[src/rtl/game_state_controller.sv]
// Game state controller: IDLE -> GAME -> WIN/LOSE -> IDLE sequencing,
// button press edge detection, post-game dwell timer and a win-screen
// animation frame counter.
module game_state_controller #(
  parameter int DWELL_FRAMES = 120
) (
  input  logic        CLK,
  input  logic        RESET,
  input  logic [3:0]  BTNS,
  input  logic        FRAME_TICK,
  input  logic        TARGET_REACHED,
  input  logic        SNAKE_DEAD,
  output logic [1:0]  MSM_State,
  output logic [15:0] FrameCount,
  output logic        GAME_RESET
);

  typedef enum logic [1:0] {
    ST_IDLE = 2'b00,
    ST_GAME = 2'b01,
    ST_WIN  = 2'b10,
    ST_LOSE = 2'b11
  } state_t;

  localparam logic [7:0] DWELL_MAX = 8'(DWELL_FRAMES);

  state_t      state_reg, state_next;
  logic [3:0]  btns_reg;
  logic [3:0]  btn_rise;
  logic        press;
  logic [7:0]  dwell_reg, dwell_next;
  logic [15:0] frame_reg, frame_next;
  logic        game_reset_reg, game_reset_next;
  logic        dwell_done;
  logic        in_end;
  logic        enter_end;
  logic        enter_win;

  // Per-button rising edge against the previous-cycle copy of BTNS.
  genvar gi;
  generate
    for (gi = 0; gi < 4; gi++) begin : g_rise
      assign btn_rise[gi] = BTNS[gi] & ~btns_reg[gi];
    end
  endgenerate

  assign press      = |btn_rise;
  assign dwell_done = (dwell_reg == DWELL_MAX);
  assign in_end     = (state_reg == ST_WIN) || (state_reg == ST_LOSE);

  // Next-state selection; death outranks target, and both are masked
  // during the first GAME cycle so stale levels from the last game are ignored.
  always_comb begin
    state_next = state_reg;
    case (state_reg)
      ST_IDLE: begin
        if (press) state_next = ST_GAME;
      end
      ST_GAME: begin
        if (!game_reset_reg) begin
          if (SNAKE_DEAD)          state_next = ST_LOSE;
          else if (TARGET_REACHED) state_next = ST_WIN;
        end
      end
      ST_WIN, ST_LOSE: begin
        // Early presses are simply dropped; only a press after the dwell counts.
        if (press && dwell_done) state_next = ST_IDLE;
      end
      default: state_next = ST_IDLE;
    endcase
  end

  // Datapath next values: game-reset pulse, dwell timer and win-screen counter.
  always_comb begin
    game_reset_next = (state_next == ST_GAME) && (state_reg != ST_GAME);
    enter_end       = (state_reg == ST_GAME) &&
                      ((state_next == ST_WIN) || (state_next == ST_LOSE));
    enter_win       = (state_reg == ST_GAME) && (state_next == ST_WIN);

    dwell_next = dwell_reg;
    if (enter_end)
      dwell_next = 8'd0;
    else if (in_end && FRAME_TICK && !dwell_done)
      dwell_next = dwell_reg + 8'd1;

    // Clear on entry wins over a coincident tick; wraps naturally at 16 bits.
    frame_next = frame_reg;
    if (enter_win)
      frame_next = 16'd0;
    else if ((state_reg == ST_WIN) && FRAME_TICK)
      frame_next = frame_reg + 16'd1;
  end

  // State and datapath registers; button copy resets high so held buttons
  // do not register as a press when reset releases.
  always_ff @(posedge CLK or posedge RESET) begin
    if (RESET) begin
      state_reg      <= ST_IDLE;
      btns_reg       <= 4'hF;
      dwell_reg      <= 8'd0;
      frame_reg      <= 16'd0;
      game_reset_reg <= 1'b0;
    end else begin
      state_reg      <= state_next;
      btns_reg       <= BTNS;
      dwell_reg      <= dwell_next;
      frame_reg      <= frame_next;
      game_reset_reg <= game_reset_next;
    end
  end

  assign MSM_State  = state_reg;
  assign FrameCount = frame_reg;
  assign GAME_RESET = game_reset_reg;

endmodule

[config.mk]
export PLATFORM = sky130hd
export DESIGN_NAME = game_state_controller
export DESIGN_NICKNAME = d
export VERILOG_FILES = /design/src/rtl/game_state_controller.sv
export SDC_FILE = /design/constraint.sdc
export NUM_CORES = 1
export LEC_CHECK = 0
export CELL_PAD_IN_SITES_DETAIL_PLACEMENT = 1
export CELL_PAD_IN_SITES_GLOBAL_PLACEMENT = 2
export CORE_UTILIZATION = 32
export DETAILED_ROUTE_END_ITERATION = 8
export GPL_TIMING_DRIVEN = 0
export PLACE_DENSITY = 0.85
export SLEW_MARGIN = 25
export SYNTH_ARGS = -nofsm -noshare
export SYNTH_HDL_FRONTEND = slang
export SYNTH_SLANG_ARGS = --single-unit
[constraint.sdc]
create_clock -name CLK -period 2.1 [get_ports CLK]
set_input_delay 0.63 -clock CLK [delete_from_list [all_inputs] [get_ports CLK]]
set_output_delay 0.63 -clock CLK [all_outputs]
set_load 0.01 [all_outputs]
* Yosys cells after proc, flatten, opt, wreduce, memory -nomap -nowiden *
Index checks and enable logic that the tools add are counted.

word-level totals
  register bits = 31
  input port bits = 9
  output and inout port bits = 19
  logic and storage cells = 48

cells by class
  add/subtract/negate cells = 2
  equality and inequality tests = 8
  muxes and demuxes = 10
  bitwise logic cells = 8
  reduce and logical (&&, ||, !) cells = 15

operators with widths
  kind                   count
  $mux 16                2
  $add 16x1->16 const B  1
  $mux 8                 2
  $mux 2                 5
  $add 8x1->8 const B    1
  $eq 2x2->1 const B     4
  $eq 8x7->1 const B     1
  $logic_and 1x1->1      7
  $pmux 2 s3             1
  $and 1x1->1            4
  $eq 2x1->1 const B     2
  $not 1->1              4
  $reduce_bool 2->1      2
  $reduce_or 4->1        1
  $logic_not 2->1        1
  $logic_or 1x1->1       2
  $ne 2x1->1 const B     1
  $reduce_or 2->1        1
  $logic_not 1->1        1

* Logic depth before layout (Yosys ltp) *
Gate-level depths: netlist of the first run.

  depth after elaboration = 10
  gate-level depth with buffers = 6
  gate-level depth less buffers = 6

* Worst setup path before layout of the first run *
Ideal clock, no wire load.

  path type = in2reg
  start = input port FRAME_TICK
  end = register frame_reg[15] (netlist: FrameCount[15])
  setup time = 0.077 ns
  arrival time = 1.747 ns
  required time = 2.023 ns
  path slack = 0.276 ns
  cell stages on the path = 4
  buffers on the path = 0
  path through = nand3b_1 > or4_4 > or3_1 > a21oi_1

between the ends
  word-level cells in the longest chain between the ends = 2

ends and longest elaborated chain
  element                      RTL line  source
  start: declaration           10        input logic FRAME_TICK,
  $logic_and 1x1->1            90        else if ((state_reg == ST_WIN) && FRAME_TICK)
  $reduce_bool 2->1 (no line)  -
  end signal: assignment       107       frame_reg <= frame_next;
  end: declaration             32        logic [15:0] frame_reg, frame_next;

No other way between the ends.
A chain may end at the register's enable or synchronous reset.

* Worst setup path after layout of the first run *
  start = register frame_reg[5] (netlist: FrameCount[5])
  end = output port FrameCount[5]

RTL lines
  element           RTL line  source
  end: declaration  14        output logic [15:0] FrameCount,

No word-level cell between the ends.

==> results of run 1 <==
[per-layer routing]
layer,vias to the layer above,global-route usage [%]
met3,7,4.42
met5,-,0
met4,0,6.89
met2,26,28.8
li1,584,-
met1,622,16.8
[final timing paths]
path	from	endpoint
setup / recovery	FrameCount[5]$_DFFE_PP0P_	FrameCount[5]
hold / removal	dwell_reg[2]$_DFFE_PP0P_	dwell_reg[2]$_DFFE_PP0P_
setup reg to reg	FrameCount[2]$_DFFE_PP0P_	FrameCount[15]$_DFFE_PP0P_
hold reg to reg	dwell_reg[2]$_DFFE_PP0P_	dwell_reg[2]$_DFFE_PP0P_
max in group asynchronous	RESET	FrameCount[5]$_DFFE_PP0P_
min in group asynchronous	RESET	dwell_reg[0]$_DFFE_PP0P_
[stage by stage]
step           cells  hold WS (ns)
2_1_floorplan    147         0.459
3_3_place_gp     226         0.479
3_5_place_dp     226         0.491
4_1_cts          235         0.504
5_1_grt          236         0.542
6_report         236         0.497
[what timing repair did]
| action | CTS | global route |
|---|---|---|
| resized for setup | 2 | 3 |
| gates cloned | 0 | 0 |
| pin swaps | 1 | 1 |
| endpoints found under the setup margin | 4 | 11 |
| buffers inserted | 1 | 1 |
[power groups by stage]
stage / Sequential (mW) / Combinational (mW) / Clock (mW)
final: 0.820 / 0.500 / 0.515
after global routing: 0.837 / 0.564 / 0.560
after CTS: 0.820 / 0.506 / 0.535
after detailed placement: 0.829 / 0.495 / 0
after global placement: 0.819 / 0.459 / 0
after floorplan: 0.823 / 0.277 / 0
[Yosys cell counts (4+ instances only)]
cell type	count
dfstp_2	4
nor3_1	6
nor4_1	5
nand2_1	12
mux2i_1	6
nand3_1	9
xnor2_1	11
inv_1	6
a21oi_1	4
nor2_1	17
dfrtp_1	27
[cell usage in the layout, fill, tap and decap left out, types with 3 or more instances in the layout]
| cell | count |
|---|---|
| clkdlybuf4s50_1 | 26 |
| ha_1 | 3 |
| buf_4 | 3 |
| nand3_1 | 9 |
| nor2_1 | 17 |
| inv_1 | 5 |
| nor2b_1 | 3 |
| a21oi_1 | 4 |
| o21ai_0 | 3 |
| xor2_1 | 3 |
| dfstp_2 | 4 |
| nor4_1 | 5 |
| or3_1 | 3 |
| mux2i_1 | 6 |
| dfrtp_1 | 27 |
| nand2_1 | 12 |
| xnor2_1 | 11 |
| clkbuf_1 | 3 |
| nor3_1 | 6 |
| clkbuf_8 | 7 |
[layout make-up]
class	instances	share of cell area, %
flip-flops and latches	31	39.7
multi-input cells	106	35.0
repair buffers	29	14.6
clock buffers	8	5.10
well taps	52	3.31
inverters	6	1.15
plain buffers	4	1.02
[logic make-up (layout without fill, tap and decap cells)]
logic type	Yosys count	count (layout)	synth area share, %
simple gates	70	70	25.0
flops	31	31	51.9
xor+xnor	14	14	8.15
compound gates	13	13	5.74
buf+inv	10	47	2.75
mux	6	6	3.99
fa+ha+maj	3	3	2.50
==> impl_results.md, run 1 <==
* Internal power at 1.25 mW
* FP Rows at 24
* Reg power frac at 44.7%
* Chip width at 70.6 um
* Vias in the first global route at 1355
* Cell Chain, Critical Path: clkdlybuf4s50_1
* Combinational power share at 27.3%
* Final HPWL from detailed placement at 2.58 mm
* Tot GR Track Use at 15.7%
* Synth Net Count at 159
* Pre-CTS WS at -0.442 ns
* CP max stage delay at 0.58 ns
* Share of cells above drive strength 1 at 11.4%
* Clock skew at 0.00595 ns
* R2r setup slk at 0.29 ns
* Failing checks: DRC
* Final instance area at 1960 um2
* Psw at 0.581 mW
* Clock network fraction of design power at 28.1%
* Synthesized area at 1500 um2
* Top sig layer: met4
* Post-synth EDFFs at 0
* # diodes at 0
* Worst Reg-to-Reg Cells at 4
* IR Drop Worst-Case VDD at 0.000585 V
* Leak pwr at 0.852 nW
* Final Hold Vio Count at 0
* WP buf/inv at 1
* Met1 wire length at 1.37 mm
* # port buffers at 27
* Crit path max-delay cell type: clkdlybuf4s50_1
* Worst path top cell family by delay: buffers and inverters
* Sw frac at 31.6%
* Root Driver: clkbuf_8
* Max cap viols at 0
* Final slew viol count at 0
* Footprint of the multi-input gates at 688 um2
* Levels on crit path at 1
* Cts hold-fix bufs at 0
* Vias at 1239
* Setup_tns at 0 ns
* Yosys reg bits at 31
* Hold Path Class: reg2reg
* Max reg flops at 16
* Final setup margin at 0.150 ns
* Fmax at 513 MHz
* Yosys top cell by area: dfrtp_1
* Status: finished with violations
* Vias per cell at 5.25
* Share of the cycle needed by the critical path after routing at 92.8%
* RSZ-0062 raised after global routing: false
* Final wirelength at 3.44 mm
* Crit Path Category: reg2out
* Met3 wire length at 158 um
* Post-synth top area share at 44.9%
* First-pass GRT wire length at 6.02 mm
* Slew margin rel. at 56.4%
* Share of the yosys chip area belonging to registers at 51.9%
* PD cells at 934 nW/um2
* Grt total ovfl at 0
* Final Core Density at 44.2%
* Wire length per cell at 14.6 um
* Asr flop ratio synth at 100%
* H-tree Lvls at 2
* Register Area at 781 um2
* Min Tclk post-route at 1.95 ns
* I/O pins at 28
* Total iterations of the first detailed-routing run at 6
* Die Footprint at 4980 um2
* Initial Util at 33.8%
* Req. time, crit path at 1.47 ns
* Final setup vio count at 0
* Syn. warnings at 0
* Critical Path Fanout Max at 6
* Clock-pin slew on the worst setup and hold paths at 0.07 ns
* Syn Area/Cell at 10.2 um2
* Clock Sinks at 31
* Critical path data arrival time at 1.32 ns
* Synth area leaders: dfrtp_1 45%, dfstp_2 7.0%, xnor2_1 6.4%
* Remaining DRCs at 4
* Placed Area at 1840 um2
* Initial antenna violation count at 0
* Synth Instances at 147
* Ys flop type: dfrtp_1
* Pwr Total at 1.83 mW
* Cts bufs inserted at 5
* CTS Buffer Depth at 2
* WHS Path Cells at 1
* Slew @ Worst Pin at 0.653 ns
* FILL cells at 510
* Total core area at 4440 um2
* Die H at 70.6 um
* Met2 WL post-DR at 1.85 mm
* Worst-Skew Late Latency at 0.28 ns
* Pin count of the biggest net entering global routing at 32
* Starting DRT DRC Count at 66
* Startpoint type of the worst setup path: flop
* TritonCTS clock tree: done
* Nets at 195
* Worst setup EP type: primary output
* Remaining antenna violation count at 0
* Final Wtd Congestion at 0.790
* Area delta synth->final at 30.6%
* Yosys cell types at 35
(Power assumes the default switching activity.)
==> run 2, diff against run 1 <==
Settings changed: RECOVER_POWER from default to 25, REMOVE_ABC_BUFFERS from default to 1, TNS_END_PERCENT from default to 5.
==> impl_results.md, run 2 (synthesis results as in run 1) <==
* Crit path max-delay cell type: or4_4
* Vias at 1191
* Die Footprint at 4980 um2
* Worst Reg-to-Reg Cells at 4
* Remaining antenna violation count at 0
* RR Startpoint: MSM_State[0]$_DFF_PP0_
* H-tree Lvls at 2
* Grt total ovfl at 0
* Initial antenna violation count at 0
* Pre-CTS WS at -0.452 ns
* Slew margin rel. at 18.8%
* Startpoint type of the worst setup path: input pin
* Final instance area at 1940 um2
* Worst setup EP type: flop
* Clock Sinks at 31
* PD cells at 977 nW/um2
* Share of cells above drive strength 1 at 10.1%
* Fmax at 500 MHz
* Combinational power share at 24.1%
* Starting DRT DRC Count at 75
* Final Wtd Congestion at 0.777
* Psw at 0.582 mW
* Most frequent cells in the layout: 26 x dfrtp_1, 24 x clkdlybuf4s50_1, 17 x nor2_1
* I/O pins at 28
* Pin count of the biggest net entering global routing at 32
* Wire length per cell at 15.2 um
* Total iterations of the first detailed-routing run at 6
* Final HPWL from detailed placement at 2.56 mm
* Req. time, crit path at 2.31 ns
* Status: finished with violations
* RR Endpoint: FrameCount[15]$_DFFE_PP0P_
* Internal power at 1.32 mW
* Hold Path Class: reg2reg
* Initial Util at 33.8%
* Cts bufs inserted at 5
* Hold Worst Slack at 0.511 ns
* Failing checks: DRC
* Cell Chain, Critical Path: dlygate4sd2_1 -> nand3b_1 -> or4_4 -> or3_1 -> a21oi_1
* Placed cell count at 222
* FP Rows at 24
* CTS Buffer Depth at 2
* Vias in the first global route at 1285
* Final Hold Vio Count at 0
* Min Tclk post-route at 2.00 ns
* Die H at 70.6 um
* Final setup margin at 0.101 ns
* First-pass GRT wire length at 6.07 mm
* Chip width at 70.6 um
* Commonest non-fill, non-tap cell in the layout: dfrtp_1
* Slew @ Worst Pin at 1.22 ns
* TritonCTS clock tree: done
* Fin cells at 230
* # port buffers at 27
* Worst-Skew Late Latency at 0.28 ns
* Nets at 189
* Sw frac at 30.7%
* # diodes at 0
* Critical Path Fanout Max at 7
* End of the worst hold path: dwell_reg[2]$_DFFE_PP0P_
* Max reg flops at 16
* CP max stage delay at 0.50 ns
* WHS Path Cells at 1
* Root Driver: clkbuf_8
* Share of the cycle needed by the critical path after routing at 95.2%
* Remaining DRCs at 7
* Vias per cell at 5.18
* Max cap viols at 0
* Pwr Total at 1.90 mW
* Clock-pin slew on the worst setup and hold paths at 0.07 ns
* Area delta synth->final at 29.3%
* Final slew viol count at 0
* Reg power frac at 43.8%
* Placed Area at 1820 um2
* R2r setup slk at 0.24 ns
* Final setup vio count at 0
* Clock network fraction of design power at 32.1%
* Hold path start: dwell_reg[2]$_DFFE_PP0P_
* Tot GR Track Use at 15.9%
* IR Drop Worst-Case VDD at 0.000483 V
* Critical path data arrival time at 2.21 ns
* Total core area at 4440 um2
* Leak pwr at 0.835 nW
* Clock skew at 0.00582 ns
* Crit Path Category: in2reg
* Final wirelength at 3.49 mm
* RSZ-0062 raised after global routing: false
-- run 2: changes by cell type in the layout (fill, tap and decap cells not counted), moves of 2 or more --
| cell | before | now |
|---|---|---|
| buf_4 | 3 | 0 |
| clkbuf_1 | 3 | 0 |
| clkdlybuf4s50_1 | 26 | 24 |
| dlygate4sd3_1 | 0 | 2 |
-- run 2: what timing repair did --
item                                    in CTS  in global routing
hold buffers                                 0                  0
endpoints found under the setup margin       3                  3
gates resized for setup                      2                  2
buffers inserted                             0                  0
-- run 2: cell type report --
type,count,area (um2)
Multi-Input combinational cell,106,688
Tap cell,52,65.1
Inverter,6,22.5
Sequential cell,31,782
Clock buffer,6,82.6
Clock inverter,2,35.0
Fill cell,488,2500
Timing Repair Buffer,27,269
-- run 2: worst max path at each step --
stage	cells after the start	to	startpoint	slack, ns
after CTS	1	MSM_State[1]	MSM_State[1]$_DFF_PP0_	0.02
after detailed placement	5	FrameCount[15]$_DFFE_PP0P_	FRAME_TICK	-0.45
after global routing	5	FrameCount[15]$_DFFE_PP0P_	FRAME_TICK	0.03
after floorplan	4	FrameCount[15]$_DFFE_PP0P_	FRAME_TICK	0.27
final	5	FrameCount[15]$_DFFE_PP0P_	FRAME_TICK	0.10
after global placement	5	FrameCount[15]$_DFFE_PP0P_	FRAME_TICK	-0.45
-- run 2: worst max-delay path, delay by kind of cell --
kind,cells,cell delay (ns)
simple gates,3,1.13
buf+inv,1,0.30
compound gates,1,0.14
-- run 2: per-stage QoR --
step	utilization [%]	setup TNS (ns)
4_1_cts	43.6	0
2_1_floorplan	-	0
6_report	43.8	0
3_5_place_dp	41.0	-2.22
3_3_place_gp	41.0	-2.05
5_1_grt	43.8	0
-- run 2: power groups by stage --
stage / registers, mW / clock network (mW) / logic, mW
floorplan: 0.831 / 0 / 0.260
global placement: 0.830 / 0 / 0.439
detailed placement: 0.841 / 0 / 0.465
CTS: 0.832 / 0.631 / 0.467
global route: 0.850 / 0.651 / 0.521
finish: 0.832 / 0.610 / 0.457
-- run 2: metal layers --
metal | vias up | track usage [%] | part of all wire (%) | routed length [um]
li1 | 569 | - | - | -
met1 | 594 | 18.2 | 42 | 1470
met2 | 20 | 28.6 | 53 | 1840
met3 | 8 | 4.27 | 3.3 | 116
met4 | 0 | 6.00 | 1.9 | 67
met5 | - | 0 | 0 | 0
==> run 3, diff against run 2 <==
Settings changed: CTS_CLUSTER_DIAMETER from default to 30.
==> results of run 3 <==
Final layout, timing and power as in run 2 (identical DEF).
